## config.mk

```make
export PLATFORM = sky130hd
export DESIGN_NAME = native_axi_master_bridge_flat
export DESIGN_NICKNAME = d
export VERILOG_FILES = /design/src/rtl/native_axi_master_bridge_pkg.sv /design/src/rtl/native_axi_master_bridge_if.sv /design/src/rtl/native_axi_master_bridge_timeout_ctr.sv /design/src/rtl/native_axi_master_bridge.sv /design/src/flat_wrapper.sv
export SDC_FILE = /design/constraint.sdc
export NUM_CORES = 1
export LEC_CHECK = 0
export CORE_MARGIN = 5
export CORE_UTILIZATION = 43
export CTS_CLUSTER_DIAMETER = 150
export CTS_CLUSTER_SIZE = 16
export DETAILED_ROUTE_END_ITERATION = 8
export GPL_ROUTABILITY_DRIVEN = 1
export PLACE_DENSITY = 0.89
export REMOVE_ABC_BUFFERS = 1
export SLEW_MARGIN = 20
export SYNTH_ARGS = -nofsm -noshare
export SYNTH_HDL_FRONTEND = slang
export SYNTH_SLANG_ARGS = --single-unit
```

## constraint.sdc

```tcl
create_clock -name clk -period 3.05 [get_ports clk]
set_clock_uncertainty 0.1 [all_clocks]
set_input_delay 0.305 -clock clk [delete_from_list [all_inputs] [get_ports clk]]
set_output_delay 0.305 -clock clk [all_outputs]
set_load 0.1 [all_outputs]
```

## src/rtl/native_axi_master_bridge_pkg.sv

```systemverilog
// Shared types and constants for the native-to-AXI4-lite master bridge.
//   state_t        : bridge FSM states
//   RESP_*         : AXI response encodings
//   bridge_regs_t  : every registered output of the bridge, kept in one record
//   resp_is_err()  : SLVERR/DECERR detection
//   abort_regs()   : output image used when a phase times out
package axi_bridge_pkg;

  typedef enum logic [2:0] {
    IDLE,
    RD_ADDR,
    RD_DATA,
    WR_REQ,
    WR_RESP,
    DONE
  } state_t;

  localparam logic [1:0] RESP_OKAY   = 2'b00;
  localparam logic [1:0] RESP_EXOKAY = 2'b01;
  localparam logic [1:0] RESP_SLVERR = 2'b10;
  localparam logic [1:0] RESP_DECERR = 2'b11;

  localparam logic [31:0] ERR_RDATA_DEFAULT = 32'hDEAD_BEEF;

  localparam logic [2:0] PROT_DATA  = 3'b000;
  localparam logic [2:0] PROT_INSTR = 3'b100;

  typedef struct packed {
    logic        arvalid;
    logic [31:0] araddr;
    logic [2:0]  arprot;
    logic        rready;
    logic        awvalid;
    logic [31:0] awaddr;
    logic [2:0]  awprot;
    logic        wvalid;
    logic [31:0] wdata;
    logic [3:0]  wstrb;
    logic        bready;
    logic        mem_ready;
    logic [31:0] mem_rdata;
    logic        mem_err;
  } bridge_regs_t;

  // Upper response bit marks both SLVERR and DECERR as errors.
  function automatic logic resp_is_err(input logic [1:0] resp);
    return (resp == RESP_SLVERR) || (resp == RESP_DECERR);
  endfunction

  // Drops every AXI valid/ready and reports a failed completion.
  // Read data is only replaced for reads; writes keep the previous value.
  function automatic bridge_regs_t abort_regs(input bridge_regs_t cur,
                                              input logic         is_read,
                                              input logic [31:0]  err_rdata);
    bridge_regs_t n;
    n           = cur;
    n.arvalid   = 1'b0;
    n.rready    = 1'b0;
    n.awvalid   = 1'b0;
    n.wvalid    = 1'b0;
    n.bready    = 1'b0;
    n.mem_ready = 1'b1;
    n.mem_err   = 1'b1;
    if (is_read) n.mem_rdata = err_rdata;
    return n;
  endfunction

endpackage

```

## src/rtl/native_axi_master_bridge_if.sv

```systemverilog
// AXI4-lite bus bundle, all five channels, 32-bit address/data.
//   master : initiator view (drives valids on AW/W/AR, readies on B/R)
//   slave  : target view
interface axi_interf;
  logic        awvalid;
  logic        awready;
  logic [31:0] awaddr;
  logic [2:0]  awprot;
  logic        wvalid;
  logic        wready;
  logic [31:0] wdata;
  logic [3:0]  wstrb;
  logic        bvalid;
  logic        bready;
  logic [1:0]  bresp;
  logic        arvalid;
  logic        arready;
  logic [31:0] araddr;
  logic [2:0]  arprot;
  logic        rvalid;
  logic        rready;
  logic [31:0] rdata;
  logic [1:0]  rresp;

  modport master (
    output awvalid, awaddr, awprot, wvalid, wdata, wstrb, bready,
           arvalid, araddr, arprot, rready,
    input  awready, wready, bvalid, bresp, arready, rvalid, rdata, rresp
  );

  modport slave (
    input  awvalid, awaddr, awprot, wvalid, wdata, wstrb, bready,
           arvalid, araddr, arprot, rready,
    output awready, wready, bvalid, bresp, arready, rvalid, rdata, rresp
  );
endinterface

```

## src/rtl/native_axi_master_bridge_timeout_ctr.sv

```systemverilog
// Per-phase wait counter for the bridge.
//   clk, resetn : clock, async active-low reset
//   clear       : restart from zero (state entry)
//   enable      : count this cycle (waiting on a handshake)
//   expired     : counter sits at TIMEOUT_CYCLES-1 while enabled
module bridge_timeout_ctr #(
  parameter int TIMEOUT_CYCLES = 1024
) (
  input  logic clk,
  input  logic resetn,
  input  logic clear,
  input  logic enable,
  output logic expired
);

  localparam int            CW   = (TIMEOUT_CYCLES > 1) ? $clog2(TIMEOUT_CYCLES) : 1;
  localparam logic [CW-1:0] LAST = CW'(TIMEOUT_CYCLES - 1);

  logic [CW-1:0] r_count;

  // Holds at LAST rather than wrapping; the FSM leaves the phase on expiry anyway.
  always_ff @(posedge clk or negedge resetn) begin
    if (!resetn) begin
      r_count <= '0;
    end else if (clear) begin
      r_count <= '0;
    end else if (enable && (r_count != LAST)) begin
      r_count <= r_count + CW'(1);
    end
  end

  assign expired = enable && (r_count == LAST);

endmodule

```

## src/rtl/native_axi_master_bridge.sv

```systemverilog
// Native memory-port to AXI4-lite master bridge, one outstanding transaction.
//   clk, resetn         : clock, async active-low reset
//   mem_valid/instr     : request strobe, instruction-fetch qualifier
//   mem_addr/wdata/wstrb: request fields, wstrb==0 selects a read
//   mem_ready           : one-cycle completion pulse
//   mem_rdata, mem_err  : result, valid with mem_ready
//   axi                 : AXI4-lite initiator port
//
// state   | meaning
// IDLE    | waiting for mem_valid
// RD_ADDR | arvalid up, waiting for arready
// RD_DATA | rready up, waiting for rvalid
// WR_REQ  | awvalid/wvalid up, each dropped on its own handshake
// WR_RESP | bready up, waiting for bvalid
// DONE    | mem_ready pulse cycle, requests not sampled
module native_axi_master_bridge
  import axi_bridge_pkg::*;
#(
  parameter int          TIMEOUT_CYCLES = 1024,
  parameter logic [31:0] ERR_RDATA      = ERR_RDATA_DEFAULT
) (
  input  logic             clk,
  input  logic             resetn,
  input  logic             mem_valid,
  input  logic             mem_instr,
  input  logic [31:0]      mem_addr,
  input  logic [31:0]      mem_wdata,
  input  logic [3:0]       mem_wstrb,
  output logic             mem_ready,
  output logic [31:0]      mem_rdata,
  output logic             mem_err,
  axi_interf.master        axi
);

  state_t       r_state;
  state_t       w_state_nxt;
  bridge_regs_t r_regs;
  bridge_regs_t w_regs_nxt;

  logic w_ar_hs;
  logic w_r_hs;
  logic w_aw_hs;
  logic w_w_hs;
  logic w_b_hs;
  logic w_wait_state;
  logic w_tmo_clear;
  logic w_tmo_expired;

  assign w_ar_hs = r_regs.arvalid && axi.arready;
  assign w_r_hs  = r_regs.rready  && axi.rvalid;
  assign w_aw_hs = r_regs.awvalid && axi.awready;
  assign w_w_hs  = r_regs.wvalid  && axi.wready;
  assign w_b_hs  = r_regs.bready  && axi.bvalid;

  assign w_wait_state = (r_state == RD_ADDR) || (r_state == RD_DATA) ||
                        (r_state == WR_REQ)  || (r_state == WR_RESP);
  // Any state change restarts the phase budget.
  assign w_tmo_clear  = (w_state_nxt != r_state);

  bridge_timeout_ctr #(
    .TIMEOUT_CYCLES (TIMEOUT_CYCLES)
  ) u_timeout_ctr (
    .clk     (clk),
    .resetn  (resetn),
    .clear   (w_tmo_clear),
    .enable  (w_wait_state),
    .expired (w_tmo_expired)
  );

  always_ff @(posedge clk or negedge resetn) begin
    if (!resetn) begin
      r_state <= IDLE;
      r_regs  <= '0;
    end else begin
      r_state <= w_state_nxt;
      r_regs  <= w_regs_nxt;
    end
  end

  // Handshakes are tested before expiry so a late handshake still completes.
  always_comb begin
    w_state_nxt = r_state;
    w_regs_nxt  = r_regs;
    case (r_state)
      IDLE: begin
        if (mem_valid) begin
          if (mem_wstrb == 4'h0) begin
            w_regs_nxt.arvalid = 1'b1;
            w_regs_nxt.araddr  = mem_addr;
            w_regs_nxt.arprot  = mem_instr ? PROT_INSTR : PROT_DATA;
            w_state_nxt        = RD_ADDR;
          end else begin
            w_regs_nxt.awvalid = 1'b1;
            w_regs_nxt.wvalid  = 1'b1;
            w_regs_nxt.awaddr  = mem_addr;
            w_regs_nxt.awprot  = PROT_DATA;
            w_regs_nxt.wdata   = mem_wdata;
            w_regs_nxt.wstrb   = mem_wstrb;
            w_state_nxt        = WR_REQ;
          end
        end
      end
      RD_ADDR: begin
        if (w_ar_hs) begin
          w_regs_nxt.arvalid = 1'b0;
          w_regs_nxt.rready  = 1'b1;
          w_state_nxt        = RD_DATA;
        end else if (w_tmo_expired) begin
          w_regs_nxt  = abort_regs(r_regs, 1'b1, ERR_RDATA);
          w_state_nxt = DONE;
        end
      end
      RD_DATA: begin
        if (w_r_hs) begin
          w_regs_nxt.rready    = 1'b0;
          w_regs_nxt.mem_rdata = axi.rdata;
          w_regs_nxt.mem_err   = resp_is_err(axi.rresp);
          w_regs_nxt.mem_ready = 1'b1;
          w_state_nxt          = DONE;
        end else if (w_tmo_expired) begin
          w_regs_nxt  = abort_regs(r_regs, 1'b1, ERR_RDATA);
          w_state_nxt = DONE;
        end
      end
      WR_REQ: begin
        if (w_aw_hs) w_regs_nxt.awvalid = 1'b0;
        if (w_w_hs)  w_regs_nxt.wvalid  = 1'b0;
        if (!w_regs_nxt.awvalid && !w_regs_nxt.wvalid) begin
          w_regs_nxt.bready = 1'b1;
          w_state_nxt       = WR_RESP;
        end else if (w_tmo_expired) begin
          w_regs_nxt  = abort_regs(r_regs, 1'b0, ERR_RDATA);
          w_state_nxt = DONE;
        end
      end
      WR_RESP: begin
        if (w_b_hs) begin
          w_regs_nxt.bready    = 1'b0;
          w_regs_nxt.mem_err   = resp_is_err(axi.bresp);
          w_regs_nxt.mem_ready = 1'b1;
          w_state_nxt          = DONE;
        end else if (w_tmo_expired) begin
          w_regs_nxt  = abort_regs(r_regs, 1'b0, ERR_RDATA);
          w_state_nxt = DONE;
        end
      end
      DONE: begin
        w_regs_nxt.mem_ready = 1'b0;
        w_regs_nxt.mem_err   = 1'b0;
        w_state_nxt          = IDLE;
      end
      default: begin
        w_state_nxt = IDLE;
      end
    endcase
  end

  assign axi.arvalid = r_regs.arvalid;
  assign axi.araddr  = r_regs.araddr;
  assign axi.arprot  = r_regs.arprot;
  assign axi.rready  = r_regs.rready;
  assign axi.awvalid = r_regs.awvalid;
  assign axi.awaddr  = r_regs.awaddr;
  assign axi.awprot  = r_regs.awprot;
  assign axi.wvalid  = r_regs.wvalid;
  assign axi.wdata   = r_regs.wdata;
  assign axi.wstrb   = r_regs.wstrb;
  assign axi.bready  = r_regs.bready;

  assign mem_ready = r_regs.mem_ready;
  assign mem_rdata = r_regs.mem_rdata;
  assign mem_err   = r_regs.mem_err;

endmodule

```

## src/flat_wrapper.sv

```systemverilog
// flat-port wrapper written by rule: the top's interface ports become plain ports
module native_axi_master_bridge_flat import axi_bridge_pkg::*;
#(
  parameter int          TIMEOUT_CYCLES = 1024,
  parameter logic [31:0] ERR_RDATA      = ERR_RDATA_DEFAULT
)
  (clk, resetn, mem_valid, mem_instr, mem_addr, mem_wdata, mem_wstrb, mem_ready, mem_rdata, mem_err, axi_awvalid, axi_awaddr, axi_awprot, axi_wvalid, axi_wdata, axi_wstrb, axi_bready, axi_arvalid, axi_araddr, axi_arprot, axi_rready, axi_awready, axi_wready, axi_bvalid, axi_bresp, axi_arready, axi_rvalid, axi_rdata, axi_rresp);
  axi_interf axi_i ();
  input  logic clk;
  input  logic resetn;
  input  logic mem_valid;
  input  logic mem_instr;
  input  logic [31:0] mem_addr;
  input  logic [31:0] mem_wdata;
  input  logic [3:0] mem_wstrb;
  output logic mem_ready;
  output logic [31:0] mem_rdata;
  output logic mem_err;
  output wire logic [$bits(axi_i.awvalid)-1:0] axi_awvalid;
  output wire logic [$bits(axi_i.awaddr)-1:0] axi_awaddr;
  output wire logic [$bits(axi_i.awprot)-1:0] axi_awprot;
  output wire logic [$bits(axi_i.wvalid)-1:0] axi_wvalid;
  output wire logic [$bits(axi_i.wdata)-1:0] axi_wdata;
  output wire logic [$bits(axi_i.wstrb)-1:0] axi_wstrb;
  output wire logic [$bits(axi_i.bready)-1:0] axi_bready;
  output wire logic [$bits(axi_i.arvalid)-1:0] axi_arvalid;
  output wire logic [$bits(axi_i.araddr)-1:0] axi_araddr;
  output wire logic [$bits(axi_i.arprot)-1:0] axi_arprot;
  output wire logic [$bits(axi_i.rready)-1:0] axi_rready;
  input wire logic [$bits(axi_i.awready)-1:0] axi_awready;
  input wire logic [$bits(axi_i.wready)-1:0] axi_wready;
  input wire logic [$bits(axi_i.bvalid)-1:0] axi_bvalid;
  input wire logic [$bits(axi_i.bresp)-1:0] axi_bresp;
  input wire logic [$bits(axi_i.arready)-1:0] axi_arready;
  input wire logic [$bits(axi_i.rvalid)-1:0] axi_rvalid;
  input wire logic [$bits(axi_i.rdata)-1:0] axi_rdata;
  input wire logic [$bits(axi_i.rresp)-1:0] axi_rresp;
  assign axi_awvalid = axi_i.awvalid;
  assign axi_awaddr = axi_i.awaddr;
  assign axi_awprot = axi_i.awprot;
  assign axi_wvalid = axi_i.wvalid;
  assign axi_wdata = axi_i.wdata;
  assign axi_wstrb = axi_i.wstrb;
  assign axi_bready = axi_i.bready;
  assign axi_arvalid = axi_i.arvalid;
  assign axi_araddr = axi_i.araddr;
  assign axi_arprot = axi_i.arprot;
  assign axi_rready = axi_i.rready;
  assign axi_i.awready = axi_awready;
  assign axi_i.wready = axi_wready;
  assign axi_i.bvalid = axi_bvalid;
  assign axi_i.bresp = axi_bresp;
  assign axi_i.arready = axi_arready;
  assign axi_i.rvalid = axi_rvalid;
  assign axi_i.rdata = axi_rdata;
  assign axi_i.rresp = axi_rresp;
  native_axi_master_bridge #(.TIMEOUT_CYCLES(TIMEOUT_CYCLES), .ERR_RDATA(ERR_RDATA)) u_core (.clk(clk), .resetn(resetn), .mem_valid(mem_valid), .mem_instr(mem_instr), .mem_addr(mem_addr), .mem_wdata(mem_wdata), .mem_wstrb(mem_wstrb), .mem_ready(mem_ready), .mem_rdata(mem_rdata), .mem_err(mem_err), .axi(axi_i));
endmodule
```

==> results of run 1 <==
[final cells by class]
cell class,count,area (um2)
clock buffer,18,439
inverter,4,15.0
sequential,153,3830
multi-input combinational,435,2290
tap,184,230
timing repair buffer,266,2310
fill,1159,5240
clock inverter,12,128
[worst max-delay path: stages, from the launching register on]
cell	delay [ns]
sky130_fd_sc_hd__dfrtp_1	0.40
sky130_fd_sc_hd__ha_1	0.25
sky130_fd_sc_hd__nand3_1	0.19
sky130_fd_sc_hd__nor4_1	0.08
sky130_fd_sc_hd__buf_4	0.15
sky130_fd_sc_hd__o211ai_2	0.43
sky130_fd_sc_hd__nand4_1	0.50
sky130_fd_sc_hd__a211oi_1	0.35
[logic make-up (layout without fill, tap and decap cells)]
family	after synthesis	in the layout	synth area share (%)
flops	153	153	60.7
mux	2	2	0.317
simple gates	239	239	15.9
other cells	1	5	0.0594
compound gates	181	181	18.3
buf+inv	52	300	3.61
xor+xnor	7	7	0.972
fa+ha+maj	1	1	0.198
[metrics by stage]
stage                     setup TNS [ns]  utilization, %  hold WS (ns)  setup WS, ns
after CTS                              0            63.8         0.317         0.488
after detailed placement               0            59.9         0.243         0.510
after global routing                   0            63.8         0.322         0.244
final                                  0            63.8         0.331         0.482
after floorplan                   -52.96               -       -0.0906        -0.987
after global placement                 0            59.8         0.241         0.575
[metal layers]
layer / vias to the layer above / global-route usage [%] / part of all wire [%]
li1: 2670 / - / -
met1: 2617 / 25.0 / 40
met2: 213 / 34.9 / 50
met3: 31 / 8.03 / 8.1
met4: 0 / 7.39 / 1.9
met5: - / 0 / 0
[registers in the layout, summed over array words and instances, names as in the netlist]
signal,flops
u_core.u_timeout_ctr.r_count,10
u_core.axi.bready,1
u_core.axi.wvalid,1
u_core.axi.arprot,1
u_core.axi.awvalid,1
u_core.mem_err,1
u_core.axi.wstrb,4
u_core.axi.arvalid,1
u_core.axi.wdata,32
u_core.mem_rdata,32
u_core.axi.rready,1
u_core.r_state,3
u_core.axi.awaddr,32
u_core.mem_ready,1
u_core.axi.araddr,32
[cells in the final DEF, fill, tap and decap left out, drive strengths merged, types with 3 or more instances in the layout]
cell / synthesis / final
o21ai: 107 / 107
a22o: 9 / 9
a221o: 3 / 3
nand2: 177 / 177
nor2b: 3 / 3
o22a: 24 / 24
o31ai: 3 / 3
dfrtp: 153 / 153
nor3: 8 / 8
inv: 3 / 4
clkbuf: 35 / 18
clkdlybuf4s50: 0 / 109
nand3: 7 / 7
buf: 13 / 156
nor2: 21 / 21
xnor2: 6 / 6
conb: 1 / 5
a211o: 3 / 3
or3: 4 / 4
a32oi: 3 / 3
clkinv: 1 / 6
a32o: 4 / 4
a21oi: 6 / 6
or2: 4 / 4
nor3b: 3 / 3
a211oi: 4 / 4
clkinvlp: 0 / 4
[what timing repair did]
item,4_1_cts,5_1_grt
hold buffers,1,0
gates resized for setup,0,0
hold endpoints to repair,64,0
[worst min-delay path by stage]
stage,from,endpoint,cells after the start
floorplan,resetn,u_core.axi.araddr[0]$_DFFE_PN0P_,0
global placement,resetn,u_core.mem_rdata[0]$_DFFE_PN0P_,1
detailed placement,resetn,u_core.mem_rdata[0]$_DFFE_PN0P_,1
CTS,mem_wdata[6],u_core.axi.wdata[6]$_DFFE_PN0P_,3
global route,mem_wdata[31],u_core.axi.wdata[31]$_DFFE_PN0P_,3
finish,mem_wdata[6],u_core.axi.wdata[6]$_DFFE_PN0P_,3
==> summary.txt, run 1 <==
RUN STATUS
-------------------------------------------------------------------------------------------
Result of the run ............................................................    completed

CLOCK TREE
-------------------------------------------------------------------------------------------
Register clock-pin slew on the reported worst setup and hold paths ...........      0.06 ns
Number of buffers added by the clock tree synthesis step .....................           17
TritonCTS clock tree .........................................................          yes
Worst skew pair latency ......................................................      0.41 ns
Number of buffers inserted by post-CTS setup repair ..........................            0
CTS Root Buffer Type ......................................................... sky130_fd_sc_hd__clkbuf_16
Worst-case clock buffer depth ................................................            2
Number of sinks on the clock net .............................................          153
Clock H-tree levels ..........................................................            4

STA
-------------------------------------------------------------------------------------------
Worst relative slew slack ....................................................        49.9%
Worst Max-Slew Pin Slew ......................................................     0.747 ns
Final max-slew violation count ...............................................            0
Final setup fails ............................................................            0
Minimum clock period .........................................................      2.57 ns
Final hold violations ........................................................            0
RSZ-0062 raised after global routing .........................................        false
Crit share post-route ........................................................        84.2%
Peak Freq ....................................................................      389 MHz

YOSYS
-------------------------------------------------------------------------------------------
Synth Instances ..............................................................          636
Yosys synthesis warning count ................................................            0
Cell type with the largest total area after synthesis ........................ sky130_fd_sc_hd__dfrtp_1
Post-synth top cells ......................................................... 177 x sky130_fd_sc_hd__nand2_1, 153 x sky130_fd_sc_hd__dfrtp_1, 107 x sky130_fd_sc_hd__o21ai_0
Yosys reg bits ...............................................................          153
Part of the Yosys area used for sequential elements ..........................        60.7%
Number of flops mapped to enable cells by yosys ..............................            0
Cell area after synthesis ....................................................  0.00631 mm2
Count leader, synth .......................................................... sky130_fd_sc_hd__nand2_1
Async set-reset flop share out of synthesis ..................................         100%
Count of cell types in the netlist ...........................................           55
Top cells by area, synth ..................................................... sky130_fd_sc_hd__dfrtp_1 61%, sky130_fd_sc_hd__nand2_1 11%, sky130_fd_sc_hd__o21ai_0 8.5%
Top flip-flop cell by instance count after synthesis ......................... sky130_fd_sc_hd__dfrtp_1
Area share of the leading cell type in the synthesized netlist ...............        60.7%
Average instance area after synthesis ........................................     9.92 um2

FINISH
-------------------------------------------------------------------------------------------
N_diodes .....................................................................            0
Number of nets in the final layout ...........................................          991
Design Area, Final ...........................................................  0.00924 mm2
Signed area change from the synthesized netlist to the final layout ..........        46.5%
Proportion of layout cells with a drive suffix above 1 .......................        22.1%
Post-route insts no fill .....................................................         1072

PLACE
-------------------------------------------------------------------------------------------
Post-DP HPWL .................................................................     12900 um
Count of input and output buffers ............................................          250
Number of instances in the placed design .....................................         1041
Final weighted congestion in routability-driven placement ....................        0.896
Instance area at placement ...................................................  0.00867 mm2

DETAILED ROUTING
-------------------------------------------------------------------------------------------
DR WL/cell ...................................................................      16.8 um
Total wirelength of the detailed-routed design ...............................     18100 um
DRT Pass-1 Iters .............................................................            5
Antenna violation net count after detailed routing ...........................            0
DRC viols ....................................................................            0
Detailed-route vias per instance .............................................         5.16
Count of vias placed by the detailed router ..................................         5531
Number of design-rule violations left by the first detailed-router iteration .          358

WORST SETUP PATH
-------------------------------------------------------------------------------------------
WP data required .............................................................      3.26 ns
R2r worst-path depth .........................................................            7
Worst setup path startpoint .................................................. u_core.u_timeout_ctr.r_count[0]$_DFFE_PN0P_
Crit Reg-Reg Startpoint ...................................................... u_core.u_timeout_ctr.r_count[0]$_DFFE_PN0P_
FF-to-FF setup slack .........................................................      0.48 ns
Critical Path End Type .......................................................    flip-flop
Worst setup endpoint ......................................................... u_core.u_timeout_ctr.r_count[3]$_DFFE_PN0P_
Data arrival time at the worst-slack endpoint ................................      2.77 ns
Maximum fanout encountered on the critical timing path .......................           10
Startpoint Class .............................................................    flip-flop
Reg2reg end .................................................................. u_core.u_timeout_ctr.r_count[3]$_DFFE_PN0P_
Critical Setup Path Class .................................................... flip-flop to flip-flop

FLOW RUN
-------------------------------------------------------------------------------------------
Max-cap violations ...........................................................            0

FLOORPLANNING
-------------------------------------------------------------------------------------------
Starting utilization of the core area ........................................        43.6%
Die Span Y ...................................................................       131 um
Num rows .....................................................................           44
Floorplan die width ..........................................................       131 um
Number of placed I/O pins ....................................................          258
Area of the core .............................................................   0.0145 mm2
Area of the die ..............................................................   0.0172 mm2

GLOBAL ROUTING
-------------------------------------------------------------------------------------------
Global-route wire length before repair .......................................     29500 um
Initial antenna violation count ..............................................            0
Total global routing overflow ................................................            0
Pin count of the biggest net entering global routing .........................           77
Number of global-route vias before repair ....................................         5646
Overall fraction of global-route tracks in use ...............................        21.0%

HOLD PATH
-------------------------------------------------------------------------------------------
Worst hold-check path type ................................................... primary input to flip-flop

Power of run 1 is not shown: default switching activity piles up to over one toggle a cycle in this logic, so the estimate is an artifact.
==> run 2: changes to the inputs <==
--- a/config.mk
+++ b/config.mk
@@ -6,12 +6,12 @@
 export NUM_CORES = 1
 export LEC_CHECK = 0
 export CORE_MARGIN = 5
-export CORE_UTILIZATION = 43
+export CORE_UTILIZATION = 39
 export CTS_CLUSTER_DIAMETER = 150
 export CTS_CLUSTER_SIZE = 16
 export DETAILED_ROUTE_END_ITERATION = 8
 export GPL_ROUTABILITY_DRIVEN = 1
-export PLACE_DENSITY = 0.89
+export PLACE_DENSITY = 0.86
 export REMOVE_ABC_BUFFERS = 1
 export SLEW_MARGIN = 20
 export SYNTH_ARGS = -nofsm -noshare
==> constraint.sdc (replaced) <==
create_clock -name clk -period 2.2 [get_ports clk]
set_clock_uncertainty 0.1 [all_clocks]
set_input_delay 0.22 -clock clk [delete_from_list [all_inputs] [get_ports clk]]
set_output_delay 0.22 -clock clk [all_outputs]
set_load 0.1 [all_outputs]
==> summary.txt, run 2 (synthesis results as in run 1) <==
STA
-------------------------------------------------------------------------------------------
Peak Freq ....................................................................      460 MHz   was 389 MHz
Worst Max-Slew Pin Slew ......................................................     0.585 ns   was 0.747 ns
Crit share post-route ........................................................        98.8%   was 84.2%
Min setup slack post-route ...................................................    0.0262 ns   was 0.482 ns
Minimum clock period .........................................................      2.17 ns   was 2.57 ns
RSZ-0062 raised after global routing .........................................         true   was false
Worst relative slew slack ....................................................        60.9%   was 49.9%
Final hold violations ........................................................            0   unchanged
Final setup fails ............................................................            0   unchanged
Final max-slew violation count ...............................................            0   unchanged

FLOORPLANNING
-------------------------------------------------------------------------------------------
Num rows .....................................................................           46   was 44
Area of the core .............................................................   0.0159 mm2   was 0.0145 mm2
Floorplan die width ..........................................................       137 um   was 131 um
Area of the die ..............................................................   0.0188 mm2   was 0.0172 mm2
Number of placed I/O pins ....................................................          258   unchanged
Starting utilization of the core area ........................................        39.7%   was 43.6%
Die Span Y ...................................................................       137 um   was 131 um

DETAILED ROUTING
-------------------------------------------------------------------------------------------
DR WL/cell ...................................................................      16.5 um   was 16.8 um
Count of vias placed by the detailed router ..................................         5695   was 5531
Number of design-rule violations left by the first detailed-router iteration .          310   was 358
Detailed-route vias per instance .............................................         5.02   was 5.16
DRT Pass-1 Iters .............................................................            5   unchanged
Antenna violation net count after detailed routing ...........................            0   unchanged
DRC viols ....................................................................            0   unchanged
Total wirelength of the detailed-routed design ...............................     18700 um   was 18100 um

CLOCK TREE
-------------------------------------------------------------------------------------------
Number of buffers added by the clock tree synthesis step .....................           17   unchanged
Worst skew pair latency ......................................................      0.41 ns   about the same
Clock H-tree levels ..........................................................            4   unchanged
Worst-case clock buffer depth ................................................            2   unchanged
Register clock-pin slew on the reported worst setup and hold paths ...........      0.07 ns   was 0.06 ns
CTS Root Buffer Type ......................................................... sky130_fd_sc_hd__clkbuf_16   unchanged
TritonCTS clock tree .........................................................          yes   unchanged
Number of sinks on the clock net .............................................          153   unchanged

GLOBAL ROUTING
-------------------------------------------------------------------------------------------
Initial antenna violation count ..............................................            0   unchanged
Number of global-route vias before repair ....................................         5888   was 5646
Global-route wire length before repair .......................................     29300 um   was 29500 um
Pin count of the biggest net entering global routing .........................           60   was 77
Total global routing overflow ................................................            0   unchanged
Overall fraction of global-route tracks in use ...............................        19.8%   was 21.0%

FINISH
-------------------------------------------------------------------------------------------
Share of the core filled with cells in the final layout ......................        60.7%   was 63.8%
Signed area change from the synthesized netlist to the final layout ..........        52.8%   was 46.5%
Number of nets in the final layout ...........................................         1019   was 991
N_diodes .....................................................................            0   unchanged
Filler cell count in the final layout ........................................         1349   was 1159
Highest-count cells in the layout ignoring fill and taps ..................... 176 x sky130_fd_sc_hd__nand2_1, 176 x sky130_fd_sc_hd__buf_4, 152 x sky130_fd_sc_hd__dfrtp_1, 109 x sky130_fd_sc_hd__clkdlybuf4s50_1, 107 x sky130_fd_sc_hd__o21ai_0   was 176 x sky130_fd_sc_hd__nand2_1, 153 x sky130_fd_sc_hd__dfrtp_1, 152 x sky130_fd_sc_hd__buf_4, 109 x sky130_fd_sc_hd__clkdlybuf4s50_1, 107 x sky130_fd_sc_hd__o21ai_0
Proportion of layout cells with a drive suffix above 1 .......................        25.2%   was 22.1%

WORST SETUP PATH
-------------------------------------------------------------------------------------------
Critical Setup Path Class .................................................... flip-flop to flip-flop   unchanged
Critical Path Slowest Stage Cell ............................................. sky130_fd_sc_hd__or3_4   was sky130_fd_sc_hd__nand4_1
Crit path top cell by count .................................................. sky130_fd_sc_hd__a221o_1
Crit Reg-Reg Startpoint ...................................................... u_core.u_timeout_ctr.r_count[0]$_DFFE_PN0P_   unchanged
List of cells traversed by the critical path ................................. ha_2 > nand3_2 > or3_4 > or2_4 > a221o_1 > a221o_1   was ha_1 > nand3_1 > nor4_1 > buf_4 > o211ai_2 > nand4_1 > a211oi_1
Startpoint Class .............................................................    flip-flop   unchanged
Reg2reg end .................................................................. u_core.axi.wvalid$_DFFE_PN0P_   was u_core.u_timeout_ctr.r_count[3]$_DFFE_PN0P_
Critical Path End Type .......................................................    flip-flop   unchanged
Maximum fanout encountered on the critical timing path .......................            3   was 10
Worst stage delay on the critical path .......................................      0.41 ns   was 0.50 ns
FF-to-FF setup slack .........................................................      0.03 ns   was 0.48 ns
R2r worst-path depth .........................................................            6   was 7
WP data required .............................................................      2.39 ns   was 3.26 ns
Data arrival time at the worst-slack endpoint ................................      2.36 ns   was 2.77 ns

RUN STATUS
-------------------------------------------------------------------------------------------
Result of the run ............................................................    completed   unchanged

HOLD PATH
-------------------------------------------------------------------------------------------
Worst hold-check path type ................................................... primary input to asynchronous set/reset pin   was primary input to flip-flop

FLOW RUN
-------------------------------------------------------------------------------------------
Max-cap violations ...........................................................            0   unchanged

PLACE
-------------------------------------------------------------------------------------------
Setup slack after placement ..................................................    0.0313 ns   was 0.510 ns
Count of input and output buffers ............................................          250   unchanged
Post-DP HPWL .................................................................     13700 um   was 12900 um
Final weighted congestion in routability-driven placement ....................        0.880   was 0.896

[run 2: worst max path at each step]
| stage | from | end | slack, ns | depth (start not counted) |
|---|---|---|---|---|
| after detailed placement | u_core.u_timeout_ctr.r_count[0]$_DFFE_PN0P_ | u_core.axi.wvalid$_DFFE_PN0P_ | 0.03 | 6 |
| final | u_core.u_timeout_ctr.r_count[0]$_DFFE_PN0P_ | u_core.axi.wvalid$_DFFE_PN0P_ | 0.03 | 6 |
| after floorplan | u_core.r_state[1]$_DFF_PN0_ | u_core.axi.wstrb[0]$_DFFE_PN0P_ | -1.84 | 3 |
| after global routing | u_core.u_timeout_ctr.r_count[0]$_DFFE_PN0P_ | u_core.axi.wvalid$_DFFE_PN0P_ | -0.06 | 6 |
| after global placement | mem_wstrb[3] | u_core.axi.araddr[18]$_DFFE_PN0P_ | 0.05 | 6 |
| after CTS | u_core.u_timeout_ctr.r_count[0]$_DFFE_PN0P_ | u_core.axi.wvalid$_DFFE_PN0P_ | 0.008 | 6 |
[run 2: per-layer routing]
| metal | routed length [um] | global-route usage (%) |
|---|---|---|
| met5 | 0 | 0 |
| met4 | 469 | 7.43 |
| met3 | 1360 | 5.99 |
| met2 | 9520 | 33.6 |
| met1 | 7310 | 23.9 |
[run 2: what timing repair did]
action                                 CTS  global route
setup endpoints to repair                0            37
resized for setup                        0             7
endpoints found under the hold margin   50             0
hold buffers                             1             0
setup buffers                            0             2
[run 2: layout make-up]
cell class                 count  area (um2)  area share, %
clock inverter                12         186           1.93
clock buffer                  20         457           4.74
timing repair buffer         294        2570           26.7
sequential                   153        3830           39.7
tap                          216         270           2.80
inverter                       4        15.0          0.156
multi-input combinational    435        2310           24.0
[run 2: critical path, delay by kind of cell, from the launching register on]
family                     cells  cell delay, ns
and+or+nand+nor                3            0.76
AOI/OAI and AO/OA              2            0.62
DFF                            1            0.38
adders and majority gates      1            0.20
[run 2: metrics by stage]
step | setup TNS (ns) | area [um2] | hold WS (ns) | instances
after floorplan | -134.21 | 6110 | -0.176 | 592
after detailed placement | 0 | 8950 | 0.107 | 1099
after CTS | 0 | 9600 | 0.227 | 1132
final | 0 | 9640 | 0.229 | 1134
after global placement | 0 | 8950 | 0.100 | 1099
after global routing | -0.133 | 9640 | 0.241 | 1134
Power of run 2 is left out for the same reason.
==> run 3: changes to the inputs <==
--- a/config.mk
+++ b/config.mk
@@ -7,6 +7,7 @@
 export LEC_CHECK = 0
 export CORE_MARGIN = 5
 export CORE_UTILIZATION = 39
+export CTS_BUF_LIST = sky130_fd_sc_hd__clkbuf_8 sky130_fd_sc_hd__clkbuf_16
 export CTS_CLUSTER_DIAMETER = 150
 export CTS_CLUSTER_SIZE = 16
 export DETAILED_ROUTE_END_ITERATION = 8
==> summary.txt, run 3 (synthesis results as in run 1) <==
RUN STATUS
-------------------------------------------------------------------------------------------
Result of the run ............................................................    completed   unchanged

DETAILED ROUTING
-------------------------------------------------------------------------------------------
Total wirelength of the detailed-routed design ...............................     18700 um   about the same
Number of design-rule violations left by the first detailed-router iteration .          308   was 310
Antenna violation net count after detailed routing ...........................            0   unchanged
Count of vias placed by the detailed router ..................................         5697   was 5695
DR WL/cell ...................................................................      16.5 um   about the same
DRT Pass-1 Iters .............................................................            6   was 5
DRC viols ....................................................................            0   unchanged
Detailed-route vias per instance .............................................         5.02   about the same

FINISH
-------------------------------------------------------------------------------------------
Area of the multi-input gates ................................................  0.00231 mm2   unchanged
Filler cell count in the final layout ........................................         1349   unchanged
Highest-count cells in the layout ignoring fill and taps ..................... 176 x sky130_fd_sc_hd__nand2_1, 176 x sky130_fd_sc_hd__buf_4, 152 x sky130_fd_sc_hd__dfrtp_1, 109 x sky130_fd_sc_hd__clkdlybuf4s50_1, 107 x sky130_fd_sc_hd__o21ai_0   unchanged
N_diodes .....................................................................            0   unchanged
Number of nets in the final layout ...........................................         1019   unchanged
Proportion of layout cells with a drive suffix above 1 .......................        25.2%   unchanged
Signed area change from the synthesized netlist to the final layout ..........        52.8%   unchanged
Sequential cell area .........................................................  0.00383 mm2   unchanged

CLOCK TREE
-------------------------------------------------------------------------------------------
Register clock-pin slew on the reported worst setup and hold paths ...........      0.07 ns   about the same
Worst skew pair latency ......................................................      0.41 ns   about the same
Clock H-tree levels ..........................................................            4   unchanged
CTS Root Buffer Type ......................................................... sky130_fd_sc_hd__clkbuf_16   unchanged
Number of sinks on the clock net .............................................          153   unchanged
TritonCTS clock tree .........................................................          yes   unchanged
Worst-case clock buffer depth ................................................            2   unchanged
Number of buffers added by the clock tree synthesis step .....................           17   unchanged

STA
-------------------------------------------------------------------------------------------
Final hold violations ........................................................            0   unchanged
RSZ-0062 raised after global routing .........................................         true   unchanged
Worst relative slew slack ....................................................        60.9%   unchanged
Minimum clock period .........................................................      2.17 ns   about the same
Worst Max-Slew Pin Slew ......................................................     0.585 ns   unchanged
Hold_ws ......................................................................     0.229 ns   about the same
Final max-slew violation count ...............................................            0   unchanged
Peak Freq ....................................................................      460 MHz   unchanged
Crit share post-route ........................................................        98.8%   about the same
Final setup fails ............................................................            0   unchanged

WORST SETUP PATH
-------------------------------------------------------------------------------------------
Critical Path End Type .......................................................    flip-flop   unchanged
List of cells traversed by the critical path ................................. ha_2 > nand3_2 > or3_4 > or2_4 > a221o_1 > a221o_1   unchanged
Critical Setup Path Class .................................................... flip-flop to flip-flop   unchanged
Crit path top cell by count .................................................. sky130_fd_sc_hd__a221o_1   unchanged
WP data required .............................................................      2.39 ns   about the same
Critical Path Slowest Stage Cell ............................................. sky130_fd_sc_hd__or3_4   unchanged
Data arrival time at the worst-slack endpoint ................................      2.37 ns   was 2.36 ns
Maximum fanout encountered on the critical timing path .......................            3   unchanged
Startpoint Class .............................................................    flip-flop   unchanged
FF-to-FF setup slack .........................................................      0.03 ns   about the same
Worst stage delay on the critical path .......................................      0.41 ns   about the same

FLOORPLANNING
-------------------------------------------------------------------------------------------
Area of the core .............................................................   0.0159 mm2   unchanged
Starting utilization of the core area ........................................        39.7%   unchanged
Area of the die ..............................................................   0.0188 mm2   unchanged
Number of placed I/O pins ....................................................          258   unchanged
Die Span Y ...................................................................       137 um   unchanged
Num rows .....................................................................           46   unchanged
Floorplan die width ..........................................................       137 um   unchanged

PLACE
-------------------------------------------------------------------------------------------
Count of input and output buffers ............................................          250   unchanged
Post-DP HPWL .................................................................     13700 um   unchanged
Final weighted congestion in routability-driven placement ....................        0.880   unchanged

GLOBAL ROUTING
-------------------------------------------------------------------------------------------
Pin count of the biggest net entering global routing .........................           60   unchanged
Initial antenna violation count ..............................................            0   unchanged
Overall fraction of global-route tracks in use ...............................        19.8%   unchanged
Global-route wire length before repair .......................................     29300 um   unchanged
Number of global-route vias before repair ....................................         5888   unchanged
Total global routing overflow ................................................            0   unchanged

HOLD PATH
-------------------------------------------------------------------------------------------
Worst hold-check path type ................................................... primary input to asynchronous set/reset pin   unchanged

FLOW RUN
-------------------------------------------------------------------------------------------
Max-cap violations ...........................................................            0   unchanged

==> run 3: timing repair <==
| action | CTS | global route |
|---|---|---|
| hold buffers | 1 | 0 |
| setup buffers | 0 | 2 |
| gates resized for setup | 0 | 7 |
| endpoints found under the hold margin | 50 | 0 |
| setup endpoints to repair | 0 | 37 |
==> run 3: worst paths after layout <==
| check | to | from | depth (start not counted) |
|---|---|---|---|
| worst max register to register | u_core.axi.wvalid$_DFFE_PN0P_ | u_core.u_timeout_ctr.r_count[0]$_DFFE_PN0P_ | 6 |
| min in group clk | u_core.axi.wdata[27]$_DFFE_PN0P_ | mem_wdata[27] | 3 |
| worst max-delay path | u_core.axi.wvalid$_DFFE_PN0P_ | u_core.u_timeout_ctr.r_count[0]$_DFFE_PN0P_ | 6 |
| worst min register to register | u_core.axi.araddr[27]$_DFFE_PN0P_ | u_core.axi.araddr[27]$_DFFE_PN0P_ | 2 |
| worst min-delay path | u_core.mem_rdata[19]$_DFFE_PN0P_ | resetn | 2 |
| max in group asynchronous | u_core.r_state[0]$_DFF_PN0_ | resetn | 3 |
==> run 3: through the flow <==
stage	worst slack [ns]	util, %	TNS [ns]	instance area, um2	instances
final	0.0262	60.7	0	9640	1134
after global routing	-0.0604	60.7	-0.133	9640	1134
after CTS	0.00832	60.4	0	9600	1132
after detailed placement	0.0313	56.3	0	8950	1099
after global placement	0.0519	56.3	0	8950	1099
after floorplan	-1.84	-	-134.21	6110	592
==> run 3: layer usage <==
layer	routed length, um	global-route usage (%)	part of all wire, %
met1	7290	23.9	39
met2	9540	33.6	51
met4	466	7.43	2.5
met3	1360	5.99	7.3
met5	0	0	0
==> run 3: final cells by class <==
class | count | share of cell area, %
Sequential cell | 153 | 39.7
Clock buffer | 19 | 4.70
Multi-Input combinational cell | 435 | 24.0
Clock inverter | 13 | 1.97
Inverter | 4 | 0.156
Tap cell | 216 | 2.80
Timing Repair Buffer | 294 | 26.7
==> run 3: critical path: cells and delay by family (launching register included) <==
kind | cells | cell delay, ns
and+or+nand+nor | 3 | 0.76
DFF | 1 | 0.38
AOI/OAI and AO/OA | 2 | 0.62
adders and majority gates | 1 | 0.20
Power of run 3 is left out for the same reason.
